File: src/rtl/sti_rx.sv
// rtl/sti_rx.sv - STI serial receiver: deserializes 8/16/24/32-bit words into a 16-bit payload
// Flags mid-word gaps and nonzero padding bits on po_err.
module sti_rx #(
  parameter int WCNT_W = 8
) (
  input  logic              clk,
  input  logic              reset,
  input  logic              cfg_load,
  input  logic [1:0]        cfg_length,
  input  logic              cfg_msb,
  input  logic              cfg_fill,
  input  logic              cfg_low,
  input  logic              si_data,
  input  logic              si_valid,
  output logic [15:0]       po_data,
  output logic              po_valid,
  output logic              po_err,
  output logic              busy,
  output logic [WCNT_W-1:0] word_cnt
);

  typedef enum logic {IDLE, RECV} state_t;

  state_t      state, state_next;
  logic [1:0]  len_q;
  logic        msb_q, fill_q, low_q;
  logic [4:0]  bit_cnt;
  logic [31:0] shreg;

  logic        take_cfg;
  logic [1:0]  len_e;
  logic        msb_e, fill_e, low_e;
  logic [4:0]  cnt_base;
  logic [31:0] sh_base;
  logic [31:0] word_next;
  logic        last_bit;
  logic [15:0] dec_data;
  logic        dec_pad;

  // A config strobe in IDLE governs the word that may start in the same cycle.
  assign take_cfg = (state == IDLE) && cfg_load;
  assign len_e    = take_cfg ? cfg_length : len_q;
  assign msb_e    = take_cfg ? cfg_msb    : msb_q;
  assign fill_e   = take_cfg ? cfg_fill   : fill_q;
  assign low_e    = take_cfg ? cfg_low    : low_q;

  assign cnt_base = (state == IDLE) ? 5'd0  : bit_cnt;
  assign sh_base  = (state == IDLE) ? 32'd0 : shreg;
  assign last_bit = si_valid && (cnt_base == {len_e, 3'b111});
  assign busy     = (state == RECV);

  always_comb begin
    word_next = sh_base;
    if (msb_e) word_next = {sh_base[30:0], si_data};
    else       word_next = sh_base | ({31'd0, si_data} << cnt_base);
  end

  always_comb begin
    dec_data = 16'd0;
    dec_pad  = 1'b0;
    case (len_e)
      2'd0: dec_data = low_e ? {word_next[7:0], 8'd0} : {8'd0, word_next[7:0]};
      2'd1: dec_data = word_next[15:0];
      2'd2: begin
        dec_data = fill_e ? word_next[23:8] : word_next[15:0];
        dec_pad  = fill_e ? |word_next[7:0] : |word_next[23:16];
      end
      default: begin
        dec_data = fill_e ? word_next[31:16] : word_next[15:0];
        dec_pad  = fill_e ? |word_next[15:0] : |word_next[31:16];
      end
    endcase
  end

  always_ff @(posedge clk or negedge reset) begin
    if (!reset) state <= IDLE;
    else        state <= state_next;
  end

  always_comb begin
    state_next = state;
    case (state)
      IDLE: if (si_valid) state_next = RECV;
      RECV: if (!si_valid || last_bit) state_next = IDLE;
      default: state_next = IDLE;
    endcase
  end

  always_ff @(posedge clk or negedge reset) begin
    if (!reset) begin
      po_data  <= 16'd0;
      po_valid <= 1'b0;
      po_err   <= 1'b0;
      word_cnt <= '0;
      bit_cnt  <= 5'd0;
      shreg    <= 32'd0;
      len_q    <= 2'd0;
      msb_q    <= 1'b1;
      fill_q   <= 1'b0;
      low_q    <= 1'b0;
    end else begin
      po_valid <= 1'b0;
      po_err   <= 1'b0;
      if (take_cfg) begin
        len_q  <= cfg_length;
        msb_q  <= cfg_msb;
        fill_q <= cfg_fill;
        low_q  <= cfg_low;
      end
      if (si_valid) begin
        if (last_bit) begin
          po_data  <= dec_data;
          po_valid <= 1'b1;
          po_err   <= dec_pad;
          word_cnt <= word_cnt + {{(WCNT_W-1){1'b0}}, 1'b1};
          bit_cnt  <= 5'd0;
          shreg    <= 32'd0;
        end else begin
          bit_cnt  <= cnt_base + 5'd1;
          shreg    <= word_next;
        end
      end else if (state == RECV) begin
        // Gap mid-word: drop the partial word, keep the last delivered payload.
        po_err  <= 1'b1;
        bit_cnt <= 5'd0;
        shreg   <= 32'd0;
      end
    end
  end

endmodule
File: config.mk
export PLATFORM = sky130hd
export DESIGN_NAME = sti_rx
export DESIGN_NICKNAME = d
export VERILOG_FILES = /design/src/rtl/sti_rx.sv
export SDC_FILE = /design/constraint.sdc
export NUM_CORES = 1
export LEC_CHECK = 0
export BUFFER_PORTS_ARGS = -buffer_cell sky130_fd_sc_hd__buf_2
export CAP_MARGIN = 20
export CORE_MARGIN = 2
export CORE_UTILIZATION = 40
export CTS_BUF_LIST = sky130_fd_sc_hd__clkbuf_4
export CTS_CLUSTER_SIZE = 25
export DETAILED_ROUTE_END_ITERATION = 7
export MAX_ROUTING_LAYER = met4
export PLACE_DENSITY = 0.59
export SETUP_SLACK_MARGIN = 0.1
export SYNTH_ARGS = -nofsm -noshare
export SYNTH_HDL_FRONTEND = slang
export SYNTH_SLANG_ARGS = --single-unit
File: constraint.sdc
create_clock -name clk -period 2.9 [get_ports clk]
set_input_delay 0.29 -clock clk [delete_from_list [all_inputs] [get_ports clk]]
set_output_delay 0.29 -clock clk [all_outputs]
set_load 0.005 [all_outputs]
After elaboration in Yosys (flattened, before gate mapping)
Cells that the tools add are included.
{"block": "word_totals", "elab_cells": 59, "out_inout_bits": 27, "register_bits": 69}
{"block": "classes", "n_bitwise": 2, "n_addsub": 2, "n_shift": 1, "eq_ne": 3, "reduce_logical": 12, "n_mux": 28}
{"op": "32-bit two-way mux", "n": 5}
{"op": "16-bit two-way mux", "n": 3}
{"op": "16-bit case mux with 3 select lines", "n": 1}
{"op": "32-bit OR", "n": 1}
{"op": "16-bit OR reduction", "n": 2}
{"op": "1-bit by 5-bit left shift with 32-bit output", "n": 1}
{"op": "5-bit two-way mux", "n": 4}
{"op": "8-bit OR reduction", "n": 2}
{"op": "1-bit two-way mux", "n": 12}
{"op": "8-bit by 1-bit adder with 8-bit output, second input constant", "n": 1}
{"op": "5-bit by 1-bit adder with 5-bit output, second input constant", "n": 1}
{"op": "5-bit == test", "n": 1}
{"op": "1-bit case mux with 2 select lines", "n": 2}
{"op": "2-bit by 1-bit == test with 1-bit output, second input constant", "n": 1}
{"op": "2-bit == test, second input constant", "n": 1}
{"op": "1-bit logical AND", "n": 2}
{"op": "2-bit zero test", "n": 1}
{"op": "2-bit two-way mux", "n": 1}
{"op": "2-bit AND reduction", "n": 1}
{"op": "2-bit nonzero test", "n": 1}
{"op": "2-bit OR reduction", "n": 1}
{"op": "1-bit zero test", "n": 1}
{"op": "1-bit logical OR", "n": 1}
{"op": "1-bit inverter", "n": 1}

Depth between registers and ports, before layout
Gate-level depths: netlist of run 1.
{"block": "depth", "word_depth": 9, "ltp_mapped": 11}

Least setup slack after synthesis of run 1
Ideal clock, no wire load.
{"block": "synth_timing", "path_kind": "register to register", "start": "register state (netlist: busy)", "end": "register shreg[20]", "t_arrival_ps": 1979, "path_buffers": 3, "t_required_ps": 2779, "setup_time_ps": 121, "path_stages_with_launch": 12, "slack_ps": 800, "path_cell_list": "dfrtp_1 nand2b_1 buf_6 mux2i_2 buf_4 inv_2 nor3_1 nand2b_1 a21o_1 inv_2 buf_6 a22o_1"}
{"block": "synth_between", "elab_chain_len": 7, "elab_cells_between_ends": 14, "classes_between": "1 x eq/ne; 1 x shift; 7 x mux; 2 x bitwise; 3 x reduce/logical"}
{"element": "start: declaration", "line": "24", "text": "state_t state, state_next;"}
{"element": "start signal: assignment", "line": "77", "text": "else state <= state_next;"}
{"element": "1-bit inverter"}
{"element": "1-bit logical AND", "line": "41", "text": "assign take_cfg = (state == IDLE) && cfg_load;"}
{"element": "2-bit two-way mux"}
{"element": "5-bit == test", "line": "49", "text": "assign last_bit = si_valid && (cnt_base == {len_e, 3'b111});"}
{"element": "1-bit logical AND", "line": "49"}
{"element": "32-bit two-way mux", "line": "111", "text": "if (last_bit) begin"}
{"element": "32-bit two-way mux", "line": "110", "text": "if (si_valid) begin"}
{"element": "end signal: assignment", "line": "120", "text": "shreg <= word_next;"}
{"element": "end: declaration", "line": "28", "text": "logic [31:0] shreg;"}
Parallel ways exist; a longest one is shown, timed or not.
A chain may end at the register's enable or synchronous reset.

Final worst setup path of run 1
{"block": "layout_timing", "start": "register msb_q", "end": "register po_data[6]"}
{"block": "layout_between", "elab_chain_len": 4, "elab_cells_between_ends": 6, "classes_between": "6 x mux"}
{"element": "start: declaration", "line": "26", "text": "logic msb_q, fill_q, low_q;"}
{"element": "start signal: assignment", "line": "106", "text": "msb_q <= cfg_msb;"}
{"element": "1-bit two-way mux (*)"}
{"element": "32-bit two-way mux (*)", "line": "54", "text": "if (msb_e) word_next = {sh_base[30:0], si_data};"}
{"element": "16-bit two-way mux (on tied branches)", "line": "69, 62, 65"}
{"element": "16-bit case mux with 3 select lines (*)", "line": "61", "text": "case (len_e)"}
{"element": "end signal: assignment", "line": "112", "text": "po_data <= dec_data;"}
{"element": "end: declaration", "line": "15", "text": "output logic [15:0] po_data,"}
Mark *: on every way between the ends. The rest lies on a longest branch, timed or not.

==> results.py, run 1 <==
metrics = {
    "run_status": {
        "status": "complete, no violations",
    },
    "cts": {
        "tritoncts": "yes",
        "cts_buffer_depth": 2,
        "insertion_delay_ns": 0.45,
        "cts.clk_slew.worst_paths_ns": 0.13,
        "cts_root_buffer": "clkbuf_4",
        "post_cts_buffers": 0,
        "htree_num_levels": 3,
        "cts_made_buffers": 9,
        "clock_sinks": 69,
    },
    "floorplan": {
        "rows": 37,
        "chipHeight_um": 106.8,
        "dieArea_um2": 11400,
        "initial_core_util_pct": 41.12,
        "ios": 37,
        "core_area_um2": 10280,
        "die_w_um": 106.8,
    },
    "power": {
        "powerDensity_nw_per_um2": 520.4,
        "power_leakage_nw": 2.121,
        "peakVddDrop_uv": 204.6,
    },
    "logic_synthesis": {
        "ys_ff_latch": 69,
        "synth_xor_xnor_area_share_pct": 1.658,
        "synth.distinct_cells": 68,
        "ys_seq_area_share_pct": 40.88,
        "synth-simple-area-share_pct": 19.30,
        "synthCells": 477,
        "synth_top_area_share_pct": 40.26,
        "synth_enable_flop_cells": 0,
        "synth_area_leaders": "dfrtp_1, nand2_1, o21ai_0, a22o_1, nor2_1",
        "synth_common_cells": "dfrtp_1, nand2_1, o21ai_0, nor2_1, a21oi_1",
        "synth-main-ff-cell": "dfrtp_1",
        "synth_top_family_by_area": "compound AO/OA/AOI/OAI gates",
        "ys_warn_count": 0,
        "synth_nets": 488,
        "synth_adder_area_share_pct": 0.2960,
        "synthMuxAreaShare_pct": 4.322,
        "yosysMostFrequentCell": "dfrtp_1",
        "syn_area_um2": 4227,
        "synth_top_area_cell": "dfrtp_1",
        "async_reset_ff_share_pct": 100.0,
        "avgSynthCellArea_um2": 8.861,
        "synth_compound_area_share_pct": 28.24,
    },
    "timing": {
        "fmax_ghz": 0.3946,
        "finalCritPeriodShare_pct": 87.40,
        "holdWs_ns": 0.1416,
        "drv_slew": 0,
        "setup_viol": 0,
        "relSlewSlack_pct": 53.93,
        "fin_setup_tns_ns": 0,
        "period_needed_ns": 2.534,
        "rsz0062_at_grt": "false",
        "finalHoldViolCount": 0,
        "finClkSkew_ns": 0.02735,
        "worst_pin_slew_ns": 0.6880,
    },
    "critical_path": {
        "crit_path_max_fanout": 18,
        "reg2reg_slack_ns": 0.37,
        "cpPeakStageDelay_ns": 0.49,
        "r2r_start": "msb_q",
        "cp_common_cell": "or3_1",
        "startpoint_type": "flop",
        "critical_path.slowest_cell": "dfstp_2",
        "worstPathCellList": "buf_4 > or3b_1 > or3_1 > a21oi_1 > o22ai_1 > or3_1 > o21ai_1",
        "crit_type": "flop to flop",
        "cp.arrival_ns": 2.92,
        "cp.required_ns": 3.28,
        "endpoint": "po_data[6]",
        "r2r-end": "po_data[6]",
        "crit_path_start": "msb_q",
        "crit_cells": 7,
        "rr_worst_depth": 7,
        "path_delay_family": "simple AND/OR/NAND/NOR gates",
        "worst_setup_path_end_kind": "flop",
        "path_buf_inv": 1,
    },
    "global_routing": {
        "grt_first_pass_wirelength_um": 21360,
        "grt_pass1_vias": 3854,
        "overflow": 0,
        "grt_max_degree": 37,
        "grt_antenna_before_repair": 0,
        "grt_util_all_layers_pct": 24.94,
    },
    "route": {
        "wire_per_inst_um": 20.25,
        "drt_iter0_drc": 493,
        "via_per_inst": 6.179,
        "vias": 4066,
        "drc": 0,
        "drtPass1Iterations": 6,
        "drtAntennaViolNets": 0,
        "postRouteWirelength_um": 13330,
    },
    "final_layout": {
        "syn_to_final_growth_pct": 13.38,
        "diodes": 0,
        "nNetsFinal": 528,
        "layout-drive-gt1-share_pct": 19.54,
        "final_area_um2": 4792,
    },
    "placement": {
        "hpwl_um": 9458,
        "gp_congestion": 0.9346,
        "post_dp_cell_area_um2": 4594,
        "portBuffers": 36,
    },
    "hold_path": {
        "hold_path_class": "input port to flop",
    },
    "flow_run": {
        "max_cap_violations": 0,
    },
}
-- cell type report --
class / count / area [um^2]
clock buffer: 9 / 67.56
clock inverter: 7 / 120.1
fill: 1032 / 5485
inverter: 11 / 43.79
multi-input combinational: 363 / 2277
sequential: 69 / 1728
tap: 136 / 170.2
timing repair buffer: 63 / 385.4
-- placed cells by master (no fill, tap or decap), types with 3 or more instances in the layout --
master     Yosys  routed
nand2_1       63      63
o31ai_1        7       7
nand3_1        8       8
nand4_1        5       5
bufinv_16      0       3
buf_2         11      36
a211oi_1       5       5
o211ai_1       3       3
a22o_1        25      25
or4_1          3       3
inv_1          5       5
mux2i_1       11      11
a31oi_1       18      18
and3_1         7       7
o21ai_1        7       7
or3_1         12      12
o21ai_0       45      45
o22ai_1        7       7
a21oi_1       26      26
buf_4          2      26
nor3_1         7       7
xnor2_1        7       7
dfrtp_1       68      68
clkbuf_4       0       9
o221ai_1       4       4
nor2_1        36      35
nand2b_1       9       9
nand3b_1       3       3
inv_2          4       4
-- worst register-to-register path, delay by kind of cell, from the launching register on --
family	cells	cell delay [ns]
and+or+nand+nor	3	1.15
buffers and inverters	1	0.25
AOI/OAI and AO/OA	3	0.58
DFF	1	0.49
-- registers in the layout, indices dropped and copies added (netlist names) --
name / count
po_data: 16
len_q: 2
po_err: 1
fill_q: 1
busy: 1
low_q: 1
bit_cnt: 5
msb_q: 1
po_valid: 1
word_cnt: 8
shreg: 32
-- routing by layer --
metal  up-vias  GRT usage [%]  part of all wire (%)
met1      1954          34.48                    45
met2       204          34.94                    43
li1       1858              -                     -
met4         0          12.43                   4.3
met5         -              -                     0
met3        50          4.802                   7.5
-- metrics by stage --
step | instances | setup slack [ns] | util [%] | total power, mW
final | 658 | 0.3655 | 46.63 | 2.494
after global routing | 658 | 0.1946 | 46.63 | 2.607
after CTS | 658 | 0.3921 | 46.63 | 2.486
after detailed placement | 641 | 0.3930 | 44.70 | 1.654
after global placement | 641 | 0.4227 | 44.70 | 1.652
after floorplan | 477 | 0.7995 | - | 1.452
-- kinds of logic after synthesis --
| kind of cell | count (synthesis) |
|---|---|
| AO/OA/AOI/OAI | 170 |
| AND/OR/NAND/NOR | 168 |
| flip-flops | 69 |
| buffers and inverters | 45 |
| multiplexers | 16 |
| XOR/XNOR | 8 |
| adder cells (fa/ha/maj) | 1 |
-- how the worst min path moves through the flow --
stage,cells past startpoint,start,to
after floorplan,0,reset,bit_cnt[0]
after global placement,1,reset,shreg[1]
after detailed placement,1,reset,shreg[1]
after CTS,2,cfg_low,low_q
after global routing,2,cfg_low,low_q
final,2,cfg_low,low_q
-- repair_timing --
| action | in CTS | in global routing |
|---|---|---|
| endpoints found under the setup margin | 0 | 0 |
| resized for setup | 0 | 0 |
| hold endpoints to repair | 19 | 0 |
| hold buffers | 1 | 0 |
-- power by group --
group / switching [mW] / leakage [nW] / total, mW / internal (mW)
Clock: 0.401 / 0.0969 / 0.841 / 0.440
Sequential: 0.0552 / 0.925 / 1.07 / 1.02
Combinational: 0.369 / 1.10 / 0.583 / 0.214
Note: power is estimated with default switching activity, not from simulation.
==> inputs of run 2 (changes only) <==
SETUP_SLACK_MARGIN = 0.5   (was 0.1)
==> results.py, run 2 (same netlist as run 1, synthesis figures left out) <==
metrics = {
    "run_status": {
        "status": "complete, no violations",
    },
    "route": {
        "drtPass1Iterations": 5,
        "vias": 4102,
        "wire_per_inst_um": 20.35,
        "drtAntennaViolNets": 0,
        "via_per_inst": 6.159,
        "postRouteWirelength_um": 13550,
        "drc": 0,
        "drt_iter0_drc": 492,
    },
    "floorplan": {
        "initial_core_util_pct": 41.12,
        "chipHeight_um": 106.8,
        "ios": 37,
        "die_w_um": 106.8,
        "core_area_um2": 10280,
        "rows": 37,
        "dieArea_um2": 11400,
    },
    "final_layout": {
        "layout-drive-gt1-share_pct": 23.40,
        "final_common_cell": "dfrtp_1",
        "nNetsFinal": 536,
        "diodes": 0,
        "largest_reg_flops": 32,
        "largestRegisters": "shreg (32), po_data (16), word_cnt (8)",
        "mostFrequentLayoutCells": "dfrtp_1, nand2_1, o21ai_0",
        "syn_to_final_growth_pct": 17.47,
        "regMostFlops": "shreg",
    },
    "critical_path": {
        "endpoint": "po_data[6]",
        "crit_path_start": "bit_cnt[4]",
        "r2r-end": "po_data[6]",
        "r2r_start": "bit_cnt[4]",
        "worst_setup_path_end_kind": "flop",
        "reg2reg_slack_ns": 0.60,
        "rr_worst_depth": 6,
        "crit_path_max_fanout": 10,
        "cp.arrival_ns": 2.67,
        "crit_type": "flop to flop",
        "cp.required_ns": 3.28,
        "startpoint_type": "flop",
    },
    "placement": {
        "hpwl_um": 9458,
        "portBuffers": 36,
        "dp_slack_ns": 0.3930,
        "gp_congestion": 0.9346,
    },
    "timing": {
        "setup_viol": 0,
        "finalHoldViolCount": 0,
        "relSlewSlack_pct": 51.56,
        "rsz0062_at_grt": "false",
        "finalCritPeriodShare_pct": 79.21,
        "drv_slew": 0,
        "fmax_ghz": 0.4353,
        "setup_slack_ns": 0.6029,
        "finClkSkew_ns": 0.02865,
        "period_needed_ns": 2.297,
        "worst_pin_slew_ns": 0.7266,
        "fin_setup_tns_ns": 0,
        "holdWs_ns": 0.1596,
    },
    "global_routing": {
        "grt_first_pass_wirelength_um": 21530,
        "grt_util_all_layers_pct": 25.22,
        "grt_antenna_before_repair": 0,
        "overflow": 0,
        "grt_pass1_vias": 3886,
        "grt_max_degree": 37,
    },
    "cts": {
        "insertion_delay_ns": 0.45,
        "tritoncts": "yes",
        "htree_num_levels": 3,
        "clock_sinks": 69,
        "cts_made_buffers": 9,
        "cts_root_buffer": "clkbuf_4",
        "cts_buffer_depth": 2,
        "cts.clk_slew.worst_paths_ns": 0.13,
    },
    "hold_path": {
        "hold_path_class": "input port to flop",
    },
    "flow_run": {
        "max_cap_violations": 0,
    },
    "power": {
        "power_leakage_nw": 2.181,
        "powerDensity_nw_per_um2": 509.7,
        "peakVddDrop_uv": 207.0,
    },
}
[run 2: per-stage QoR]
step | utilization [%] | area, um^2 | power, mW | instances
finish | 48.31 | 4965 | 2.530 | 666
global route | 48.31 | 4965 | 2.643 | 666
CTS | 47.10 | 4841 | 2.497 | 660
detailed placement | 44.70 | 4594 | 1.654 | 641
global placement | 44.70 | 4594 | 1.652 | 641
floorplan | - | 4227 | 1.452 | 477
[run 2: critical path: stages (launching register included)]
cell and delay, ns:
dfrtp_1 0.52, or2_4 0.32, and2_2 0.29, o41ai_4 0.50, a21oi_1 0.11, or3_1 0.39, o21ai_1 0.11
[run 2: how the worst min path moves through the flow]
stage	start	endpoint	slack, ns	depth (start not counted)
final	cfg_low	low_q	0.16	2
after global routing	cfg_low	low_q	0.14	2
after CTS	cfg_low	low_q	0.14	2
after detailed placement	reset	shreg[1]	0.31	1
after global placement	reset	shreg[1]	0.30	1
after floorplan	reset	bit_cnt[0]	-0.006	0
[run 2: metal layers]
metal	vias to the layer above	global-route usage [%]	routed length, um
met5	-	-	0
met4	0	12.34	596
met3	59	5.228	1065
met2	223	35.81	5811
met1	1951	34.33	6081
li1	1869	-	-
[run 2: final cells by class]
| type | instances | area [um^2] |
|---|---|---|
| fill | 1005 | 5313 |
| multi-input combinational | 363 | 2371 |
| sequential | 69 | 1734 |
| timing repair buffer | 71 | 452.9 |
| tap | 136 | 170.2 |
| clock inverter | 7 | 120.1 |
| clock buffer | 9 | 67.56 |
| inverter | 11 | 48.80 |
[run 2: what timing repair did]
action | CTS | global route
hold buffers | 1 | 0
gates resized for setup | 6 | 20
hold endpoints to repair | 19 | 0
setup endpoints to repair | 32 | 45
buffers inserted | 2 | 6
pin swaps | 0 | 2
[run 2: where the power goes]
part           total [mW]  switching, mW  internal (mW)
sequential           1.07         0.0502           1.02
clock               0.844          0.404          0.440
combinational       0.619          0.391          0.229
total                2.53          0.845           1.69
==> inputs of run 3 (changes only) <==
PLACE_DENSITY = 0.61   (was 0.59)
clock period = 2.1 ns   (was 2.9 ns; I/O delays follow)
==> results.py, run 3 (same netlist as run 1, synthesis figures left out) <==
metrics = {
    "run_status": {
        "status": "complete, but fails checks",
        "violations": "setup timing",
    },
    "global_routing": {
        "grt_first_pass_wirelength_um": 24780,
        "grt_util_all_layers_pct": 28.93,
        "overflow": 0,
        "grt_pass1_vias": 4463,
        "grt_max_degree": 70,
        "grt_antenna_before_repair": 0,
    },
    "route": {
        "vias": 4751,
        "drtPass1Iterations": 5,
        "postRouteWirelength_um": 16400,
        "via_per_inst": 6.170,
        "drtAntennaViolNets": 0,
        "drc": 0,
        "drt_iter0_drc": 575,
        "wire_per_inst_um": 21.29,
    },
    "floorplan": {
        "dieArea_um2": 11400,
        "rows": 37,
        "ios": 37,
        "die_w_um": 106.8,
        "chipHeight_um": 106.8,
        "core_area_um2": 10280,
        "initial_core_util_pct": 41.12,
    },
    "critical_path": {
        "worst_setup_path_end_kind": "flop",
        "rr_worst_depth": 10,
        "crit_path_max_fanout": 6,
        "cp.arrival_ns": 2.51,
        "cp.required_ns": 2.43,
        "startpoint_type": "flop",
        "crit_type": "flop to flop",
    },
    "final_layout": {
        "mostFrequentLayoutCells": "buf_4, dfrtp_1, nand2_1",
        "final_core_util_pct": 63.03,
        "nFillCells": 847,
        "nNetsFinal": 640,
        "final_common_cell": "buf_4",
        "layout-drive-gt1-share_pct": 49.53,
        "regMostFlops": "shreg",
        "largestRegisters": "shreg (32), po_data (16), word_cnt (8)",
        "layoutNonFillerInstCount": 770,
        "syn_to_final_growth_pct": 53.26,
        "diodes": 0,
        "final_area_um2": 6477,
        "largest_reg_flops": 32,
    },
    "cts": {
        "insertion_delay_ns": 0.45,
        "tritoncts": "yes",
        "cts_buffer_depth": 2,
        "cts_made_buffers": 9,
        "cts_root_buffer": "clkbuf_4",
        "clock_sinks": 69,
        "htree_num_levels": 3,
        "cts.clk_slew.worst_paths_ns": 0.15,
    },
    "timing": {
        "fmax_ghz": 0.4585,
        "finClkSkew_ns": 0.02372,
        "finalHoldViolCount": 0,
        "setup_viol": 41,
        "rsz0062_at_grt": "true",
        "period_needed_ns": 2.181,
        "setup_slack_ns": -0.08084,
        "finalCritPeriodShare_pct": 103.8,
        "relSlewSlack_pct": 66.15,
        "drv_slew": 0,
        "worst_pin_slew_ns": 0.5055,
    },
    "flow_run": {
        "max_cap_violations": 0,
    },
    "placement": {
        "gp_congestion": 0.9924,
        "post_dp_cell_area_um2": 5303,
        "post-place-cells": 718,
        "portBuffers": 36,
        "hpwl_um": 10470,
    },
    "hold_path": {
        "min_path_cells": 2,
        "hold_path_class": "input port to flop",
    },
    "power": {
        "power_leakage_nw": 2.884,
        "powerDensity_nw_per_um2": 554.0,
        "peakVddDrop_uv": 282.9,
        "total_power_mw": 3.588,
    },
}
## run 3: final cells by class
| class | count | area [um^2] | area share [%] |
|---|---|---|---|
| multi-input combinational | 364 | 2878 | 44.43 |
| tap | 136 | 170.2 | 2.627 |
| inverter | 11 | 81.33 | 1.256 |
| clock inverter | 7 | 51.30 | 0.7920 |
| timing repair inverter | 4 | 47.55 | 0.7340 |
| clock buffer | 9 | 67.56 | 1.043 |
| timing repair buffer | 170 | 1449 | 22.37 |
| sequential | 69 | 1733 | 26.75 |
## run 3: where the power goes
part,switching (mW),internal (mW)
logic,0.713,0.582
clock network,0.568,0.246
registers,0.0765,1.40
total,1.36,2.23
## run 3: repair_timing
item | 4_1_cts | 5_1_grt
gates resized for setup | 97 | 84
endpoints found under the setup margin | 62 | 63
pin swaps | 35 | 33
hold endpoints to repair | 68 | 0
cloned | 3 | 6
setup buffers | 13 | 13
hold buffers | 1 | 0
## run 3: worst paths after layout
kind | end | from | slack (ns)
max in group asynchronous | msb_q | reset | 1.45
hold reg to reg | word_cnt[7] | word_cnt[7] | 0.47
hold / removal | low_q | cfg_low | 0.09
min in group asynchronous | shreg[8] | reset | 0.32
setup / recovery | shreg[18] | busy | -0.08
setup reg to reg | shreg[18] | busy | -0.08
## run 3: critical path, stage by stage, from the launching register on
cell and delay, ns:
dfrtp_1 0.46, nand2b_4 0.23, mux2i_4 0.29, buf_6 0.15
inv_8 0.04, nor3_4 0.15, nand2b_4 0.17, a21o_4 0.16
buf_8 0.16, inv_8 0.06, a22o_1 0.21
## run 3: per-stage QoR
stage	hold WS [ns]	setup TNS, ns	worst slack, ns
final	0.08758	-1.838	-0.08084
after global routing	0.1029	-4.664	-0.1727
after global placement	0.2665	-1.284	-0.1355
after CTS	0.07484	-0.01047	-0.006810
after detailed placement	0.2770	-2.146	-0.1111
after floorplan	-0.08559	0	0.05178
## run 3: layer usage
layer  routed length [um]  track usage (%)
met5                    0                -
met2                 7340            43.08
met3                 1534            3.830
met4                  536            10.11
met1                 6983            40.71
